==> config.mk <==
export PLATFORM = sky130hd
export DESIGN_NAME = isp_stream_gen
export DESIGN_NICKNAME = d
export VERILOG_FILES = /design/src/rtl/isp_itf_pkg.sv /design/src/rtl/isp_blank_cnt.sv /design/src/rtl/isp_stream_gen.sv
export SDC_FILE = /design/constraint.sdc
export NUM_CORES = 1
export LEC_CHECK = 0
export BUFFER_PORTS_ARGS = -buffer_cell sky130_fd_sc_hd__buf_2
export CORE_ASPECT_RATIO = 0.6
export CORE_MARGIN = 5
export CORE_UTILIZATION = 35
export CTS_BUF_LIST = sky130_fd_sc_hd__clkbuf_4 sky130_fd_sc_hd__clkbuf_8 sky130_fd_sc_hd__clkbuf_16
export CTS_CLUSTER_DIAMETER = 200
export DETAILED_ROUTE_END_ITERATION = 7
export SYNTH_ARGS = -nofsm -noshare
export SYNTH_HDL_FRONTEND = slang
export SYNTH_SLANG_ARGS = --single-unit
==> constraint.sdc <==
create_clock -name clk -period 9.1 [get_ports clk]
set_clock_uncertainty 0.1 [all_clocks]
set_input_delay 0.91 -clock clk [delete_from_list [all_inputs] [get_ports clk]]
set_output_delay 0.91 -clock clk [all_outputs]
set_load 0.1 [all_outputs]
==> src/rtl/isp_itf_pkg.sv <==
// Shared definitions for the ISP input-side stream blocks.
// Holds the default pixel / counter widths and the frame timing state encoding
// used by isp_stream_gen.
package isp_itf_pkg;

  localparam int DATA_WIDTH = 16;
  localparam int CNT_WIDTH  = 13;

  typedef enum logic [2:0] {
    ST_IDLE    = 3'd0,
    ST_VB_PRE  = 3'd1,
    ST_LINE    = 3'd2,
    ST_HB      = 3'd3,
    ST_VB_POST = 3'd4
  } state_t;

endpackage

==> src/rtl/isp_blank_cnt.sv <==
// Loadable down-counter with a zero flag, shared by all blanking intervals of
// isp_stream_gen. It saturates at zero, so an idle counter just sits there.
//   clk, rst_n  : clock, synchronous active-low reset
//   load        : load load_val this cycle (has priority over dec)
//   load_val    : value to load
//   dec         : decrement by one when not already zero
//   zero        : counter currently holds zero
module isp_blank_cnt #(
  parameter int CNT_WIDTH = isp_itf_pkg::CNT_WIDTH
) (
  input  logic                 clk,
  input  logic                 rst_n,
  input  logic                 load,
  input  logic [CNT_WIDTH-1:0] load_val,
  input  logic                 dec,
  output logic                 zero
);

  localparam logic [CNT_WIDTH-1:0] CNT_ZERO = {CNT_WIDTH{1'b0}};
  localparam logic [CNT_WIDTH-1:0] CNT_ONE  = {{(CNT_WIDTH-1){1'b0}}, 1'b1};

  logic [CNT_WIDTH-1:0] cnt_r;

  // Counter register: load, saturating decrement, or hold.
  always_ff @(posedge clk) begin
    if (!rst_n) begin
      cnt_r <= CNT_ZERO;
    end else if (load) begin
      cnt_r <= load_val;
    end else if (dec && (cnt_r != CNT_ZERO)) begin
      cnt_r <= cnt_r - CNT_ONE;
    end
  end

  assign zero = (cnt_r == CNT_ZERO);

endmodule

==> src/rtl/isp_stream_gen.sv <==
// Frame timing generator between the ISP input FIFO and the first pipeline
// stage. Pops pixels from a show-ahead FIFO and emits a vsync/hsync/de stream
// with programmable geometry and blanking. FIFO underflow only stretches the
// line (de gaps); pixels are never dropped or duplicated.
//   clk, rst_n                 : clock, synchronous active-low reset
//   start                      : frame start pulse, honoured only when idle
//   frame_width/frame_height   : active pixels per line / lines per frame
//   hblank / vblank            : idle cycles between lines / around the frame
//   fifo_rd_data, fifo_empty_n : FIFO head word and non-empty flag
//   fifo_rd_en                 : FIFO pop (combinational)
//   out_vsync/out_hsync/out_de/out_data : registered video stream
//   busy                       : a frame is in progress
//   frame_done                 : pulse in the last cycle of the frame
//   cfg_err                    : pulse after a start with zero width/height
module isp_stream_gen #(
  parameter int DATA_WIDTH = isp_itf_pkg::DATA_WIDTH,
  parameter int CNT_WIDTH  = isp_itf_pkg::CNT_WIDTH
) (
  input  logic                  clk,
  input  logic                  rst_n,
  input  logic                  start,
  input  logic [CNT_WIDTH-1:0]  frame_width,
  input  logic [CNT_WIDTH-1:0]  frame_height,
  input  logic [CNT_WIDTH-1:0]  hblank,
  input  logic [CNT_WIDTH-1:0]  vblank,
  input  logic [DATA_WIDTH-1:0] fifo_rd_data,
  input  logic                  fifo_empty_n,
  output logic                  fifo_rd_en,
  output logic                  out_vsync,
  output logic                  out_hsync,
  output logic                  out_de,
  output logic [DATA_WIDTH-1:0] out_data,
  output logic                  busy,
  output logic                  frame_done,
  output logic                  cfg_err
);

  import isp_itf_pkg::*;

  localparam logic [CNT_WIDTH-1:0]  CNT_ZERO  = {CNT_WIDTH{1'b0}};
  localparam logic [CNT_WIDTH-1:0]  CNT_ONE   = {{(CNT_WIDTH-1){1'b0}}, 1'b1};
  localparam logic [DATA_WIDTH-1:0] DATA_ZERO = {DATA_WIDTH{1'b0}};

  state_t state_r, state_s;

  logic [CNT_WIDTH-1:0]  width_r, height_r, hblank_r, vblank_r;
  logic [CNT_WIDTH-1:0]  pix_cnt_r, line_cnt_r;
  logic [CNT_WIDTH-1:0]  hb_len_m1_s, blank_val_s;
  logic                  bad_cfg_s, accept_s, pop_s, last_pix_s, last_line_s;
  logic                  blank_load_s, blank_dec_s, blank_zero_s, frame_done_s;
  logic                  out_vsync_r, out_hsync_r, out_de_r, cfg_err_r;
  logic [DATA_WIDTH-1:0] out_data_r;

  assign bad_cfg_s   = (frame_width == CNT_ZERO) || (frame_height == CNT_ZERO);
  assign last_pix_s  = (pix_cnt_r == (width_r - CNT_ONE));
  assign last_line_s = (line_cnt_r == (height_r - CNT_ONE));
  // A zero hblank still costs one HB cycle so lines never abut.
  assign hb_len_m1_s = (hblank_r == CNT_ZERO) ? CNT_ZERO : (hblank_r - CNT_ONE);

  // One blanking counter serves VB_PRE, HB and VB_POST in turn.
  isp_blank_cnt #(
    .CNT_WIDTH (CNT_WIDTH)
  ) u_blank_cnt (
    .clk      (clk),
    .rst_n    (rst_n),
    .load     (blank_load_s),
    .load_val (blank_val_s),
    .dec      (blank_dec_s),
    .zero     (blank_zero_s)
  );

  // FSM state register.
  always_ff @(posedge clk) begin
    if (!rst_n) begin
      state_r <= ST_IDLE;
    end else begin
      state_r <= state_s;
    end
  end

  // FSM next-state logic.
  always_comb begin
    state_s = state_r;
    case (state_r)
      ST_IDLE: begin
        if (accept_s) state_s = ST_VB_PRE;
        else          state_s = ST_IDLE;
      end
      ST_VB_PRE: begin
        if (blank_zero_s) state_s = ST_LINE;
        else              state_s = ST_VB_PRE;
      end
      ST_LINE: begin
        if (pop_s && last_pix_s) begin
          if (!last_line_s)            state_s = ST_HB;
          else if (vblank_r == CNT_ZERO) state_s = ST_IDLE;
          else                         state_s = ST_VB_POST;
        end else begin
          state_s = ST_LINE;
        end
      end
      ST_HB: begin
        if (blank_zero_s) state_s = ST_LINE;
        else              state_s = ST_HB;
      end
      ST_VB_POST: begin
        if (blank_zero_s) state_s = ST_IDLE;
        else              state_s = ST_VB_POST;
      end
      default: state_s = ST_IDLE;
    endcase
  end

  // FSM outputs: pop, blank counter control, frame_done.
  // The counter is loaded with (cycles - 1) for HB/VB_POST because the state
  // is already entered on the loading edge; VB_PRE gets vblank itself, which
  // gives the extra VB_PRE->LINE cycle.
  always_comb begin
    accept_s     = 1'b0;
    pop_s        = 1'b0;
    frame_done_s = 1'b0;
    blank_load_s = 1'b0;
    blank_dec_s  = 1'b0;
    blank_val_s  = CNT_ZERO;
    case (state_r)
      ST_IDLE: begin
        accept_s     = start & ~bad_cfg_s;
        blank_load_s = accept_s;
        blank_val_s  = vblank;
      end
      ST_VB_PRE, ST_HB: begin
        blank_dec_s = ~blank_zero_s;
      end
      ST_LINE: begin
        pop_s = fifo_empty_n;
        if (pop_s && last_pix_s && last_line_s) begin
          blank_load_s = 1'b1;
          blank_val_s  = vblank_r - CNT_ONE;
          // No trailing blank: this last pop is the final cycle of the frame.
          frame_done_s = (vblank_r == CNT_ZERO);
        end else if (pop_s && last_pix_s) begin
          blank_load_s = 1'b1;
          blank_val_s  = hb_len_m1_s;
        end else begin
          blank_load_s = 1'b0;
        end
      end
      ST_VB_POST: begin
        blank_dec_s  = ~blank_zero_s;
        frame_done_s = blank_zero_s;
      end
      default: begin
        blank_load_s = 1'b0;
      end
    endcase
  end

  // Shadow copy of the frame configuration, captured on an accepted start.
  always_ff @(posedge clk) begin
    if (!rst_n) begin
      width_r  <= CNT_ZERO;
      height_r <= CNT_ZERO;
      hblank_r <= CNT_ZERO;
      vblank_r <= CNT_ZERO;
    end else if (accept_s) begin
      width_r  <= frame_width;
      height_r <= frame_height;
      hblank_r <= hblank;
      vblank_r <= vblank;
    end
  end

  // Pixel and line position counters.
  always_ff @(posedge clk) begin
    if (!rst_n) begin
      pix_cnt_r  <= CNT_ZERO;
      line_cnt_r <= CNT_ZERO;
    end else if (accept_s) begin
      pix_cnt_r  <= CNT_ZERO;
      line_cnt_r <= CNT_ZERO;
    end else begin
      if (pop_s) begin
        pix_cnt_r <= last_pix_s ? CNT_ZERO : (pix_cnt_r + CNT_ONE);
      end
      if ((state_r == ST_HB) && blank_zero_s) begin
        line_cnt_r <= line_cnt_r + CNT_ONE;
      end
    end
  end

  // Registered video stream and configuration error pulse.
  always_ff @(posedge clk) begin
    if (!rst_n) begin
      out_de_r    <= 1'b0;
      out_data_r  <= DATA_ZERO;
      out_hsync_r <= 1'b0;
      out_vsync_r <= 1'b0;
      cfg_err_r   <= 1'b0;
    end else begin
      out_de_r    <= pop_s;
      if (pop_s) begin
        out_data_r <= fifo_rd_data;
      end
      out_hsync_r <= (state_r == ST_LINE);
      out_vsync_r <= (state_r == ST_LINE) || (state_r == ST_HB);
      cfg_err_r   <= (state_r == ST_IDLE) & start & bad_cfg_s;
    end
  end

  assign fifo_rd_en = pop_s;
  assign busy       = (state_r != ST_IDLE);
  assign frame_done = frame_done_s;
  assign out_de     = out_de_r;
  assign out_data   = out_data_r;
  assign out_hsync  = out_hsync_r;
  assign out_vsync  = out_vsync_r;
  assign cfg_err    = cfg_err_r;

endmodule

==> results.md <==
* ratio of cells with drive above 1 in the final layout: 16.9%
* type of element launching the critical path: register
* fraction of the yosys area taken by sequential cells: 36.6%
* placed wire-length estimate after detailed placement: 13.2 mm
* transition time of the tightest slew-check pin: 1.14 ns
* total inserted antenna cells: 0
* count of synthesis-stage warnings from yosys: 0
* DR WL/cell: 15.5 um
* maximum fanout count along the critical path: 12
* instance area at placement: 6890 um^2
* Final setup viols: 0
* unrepaired setup endpoints after global routing: no
* height of the die: 113 um
* most area-hungry cell type in the Yosys netlist: dfxtp_1
* most numerous cell in the Yosys netlist: nand2_1
* TritonCTS clock tree: done
* number of enable-type register cells in the synthesized netlist: 0
* overflow left after global routing: 0
* distinct cell type count of the synthesized netlist: 68
* type of the tightest min-delay check: register to register
* largest voltage drop on the vdd net: 0.000137 V
* internal power component: 1.06 mW
* pin count of the biggest net entering global routing: 60
* Post-Route Setup TNS: 0 ns
* mean instance size in the synthesized netlist: 7.64 um^2
* synthesis-to-layout area growth: 19.6%
* total net switching power: 495 uW
* global-route wire length before repair: 28.7 mm
* starting density of the core: 36.0%
* vias after detailed routing: 6026
* DRC marker count from the first detailed-route iteration: 408
* Post-Layout Inst Area: 7460 um^2
* clock transition at the registers of the reported paths: 0.06 ns
* initial antenna violation count: 0
* post-detailed-route via-to-cell ratio: 5.27
* DIE WIDTH: 182 um
* root buffer cell: clkbuf_16
* worst skew pair latency: 0.42 ns
* placement row count: 37
* number of max-cap violations: 0
* Core Region: 17300 um^2
* clock network fraction of total power: 41.6%
* Tot Pwr: 1.56 mW
* Async SR Flop Fraction: 0%
* CTS Buf Count: 17
* proportion of netlist area held by the largest area contributor: 36.6%
* data required time of the critical path: 8.09 ns
* relative slew slack: 23.5%
* Final Hold Violating Endpoints: 0
* Clock Sink Count: 114
* weighted congestion at the end of routability-driven global placement: 0.903
* number of inserted filler cells in the final layout: 1795
* Residual DRC: 0
* gr usage total: 17.1%
* via count of the first global-routing pass: 5509
* minimum clock period after layout: 4.83 ns
* residual antenna-violating net count after detailed routing: 0
* share of power burned in registers: 36.4%
* Top-Level Pins: 95
* Combinational Power Share: 22.0%
* number of nets in the finished design: 975
* P_leak: 2.97 nW
* result of the run: finished, final reports clean
* dominant cells by area after synthesis: dfxtp_1, nand2_1, a21oi_1, xor2_1, xnor2_1
* max-slew violation total from the final report: 0
* area of the die: 20700 um^2
* highest clock frequency the design can meet: 207 MHz
* type of destination of the critical path: primary output
* fraction of power spent switching nets: 31.8%
* post-cts gate resize count: 0
* number of detailed-routing iterations run before antenna repair: 5
* total detailed-routing wirelength: 17.7 mm
* number of buffers on the longest clock path: 2
* count of buffers from port buffering: 94
* post-synthesis net count: 896
* top cells by count, synth: nand2_1, dfxtp_1, a21oi_1, nor2_1, xor2_1
* post-CTS setup buffer count: 0
* hold_buf cts: 0
* post-synthesis register bit count: 114
* arrival time of the worst setup path: 3.82 ns
* path type of the worst setup path: register to primary output
* areal power density over the cells: 208 nW/um^2
* dominant register cell in the synthesized netlist: dfxtp_1
* Synth Cell Area: 6240 um^2
* post-route fraction of the period consumed by the critical path: 53.1%
* number of H-tree branching levels: 4
* Cells after Synth: 817
[power groups by stage]
| stage | Clock, mW | Sequential, mW | Combinational [mW] |
|---|---|---|---|
| floorplan | 0 | 0.576 | 0.246 |
| global placement | 0 | 0.575 | 0.337 |
| detailed placement | 0 | 0.576 | 0.337 |
| CTS | 0.660 | 0.565 | 0.339 |
| global route | 0.685 | 0.571 | 0.380 |
| finish | 0.648 | 0.566 | 0.341 |
[logic make-up after synthesis]
group / Yosys count / share of synthesized area [%]
and+or+nand+nor: 393 / 30.1
AOI/OAI and AO/OA: 168 / 17.4
DFF: 114 / 36.6
xor gates and xnor gates: 72 / 10.2
buffers and inverters: 61 / 3.97
adders and majority gates: 7 / 1.40
muxes: 2 / 0.321
[state kept, by name, summed over array words and instances, names as in the netlist]
name	count
state_r	3
u_blank_cnt.cnt_r	13
height_r	13
out_hsync	1
pix_cnt_r	13
width_r	13
line_cnt_r	13
hblank_r	13
cfg_err	1
vblank_r	13
out_vsync	1
out_data	16
out_de	1
[placed cells by master, fill, tap and decap left out, types with 6 or more instances in the layout]
cell,instances
and3_1,12
a21oi_1,85
inv_1,21
o21ai_0,18
ha_1,7
nand4_1,14
nor3_1,26
o211ai_1,8
dfxtp_1,114
nand3_1,20
or3_1,8
clkbuf_16,17
a31oi_1,9
xnor2_1,29
nand2_1,183
nor2b_1,8
nand2b_1,6
xor2_1,42
nor4_1,14
nand3b_1,7
buf_2,94
nor2_1,55
[cell type report]
type	instances	area [um^2]	area share (%)
sequential	114	2280	30.6
timing repair buffer	99	508	6.81
inverter	22	82.6	1.11
tap	234	293	3.92
clock inverter	14	141	1.89
clock buffer	18	433	5.80
multi-input combinational	642	3720	49.9
[worst max-delay path: stages (launching register included)]
cell       delay, ns
dfxtp_1         0.38
or4_4           0.62
o41ai_2         0.45
o2111a_1        0.30
o2111ai_2       0.18
a2111oi_4       0.76
nand2_1         0.11
o22ai_1         0.17
buf_2           0.46
[metrics by stage]
stage | util, % | setup WS [ns] | hold WS (ns) | cells
2_1_floorplan | - | 4.15 | 0.349 | 817
3_3_place_gp | 39.8 | 4.81 | 0.342 | 1111
3_5_place_dp | 39.8 | 4.77 | 0.346 | 1111
4_1_cts | 43.1 | 4.32 | 0.354 | 1143
5_1_grt | 43.1 | 4.06 | 0.362 | 1143
6_report | 43.1 | 4.27 | 0.356 | 1143
[layer usage]
metal  wire length [um]  track usage [%]  vias to the layer above
li1                   -                -                     3009
met2               6650             23.2                      206
met4                146             4.65                        0
met3               1690             5.19                       12
met5                  0                0                        -
met1               9170             26.0                     2799
[worst paths after layout]
path	from	end	slack, ns	cells after the start
worst min register to register	out_data[9]$_SDFFE_PN0P_	out_data[9]$_SDFFE_PN0P_	0.36	2
worst max-delay path	width_r[2]$_SDFFE_PN0P_	frame_done	4.27	8
worst min-delay path	out_data[9]$_SDFFE_PN0P_	out_data[9]$_SDFFE_PN0P_	0.36	2
worst max register to register	state_r[1]$_SDFF_PN0_	u_blank_cnt.cnt_r[4]$_SDFFE_PN0P_	5.44	8
Note: power is estimated with default switching activity, not from simulation.
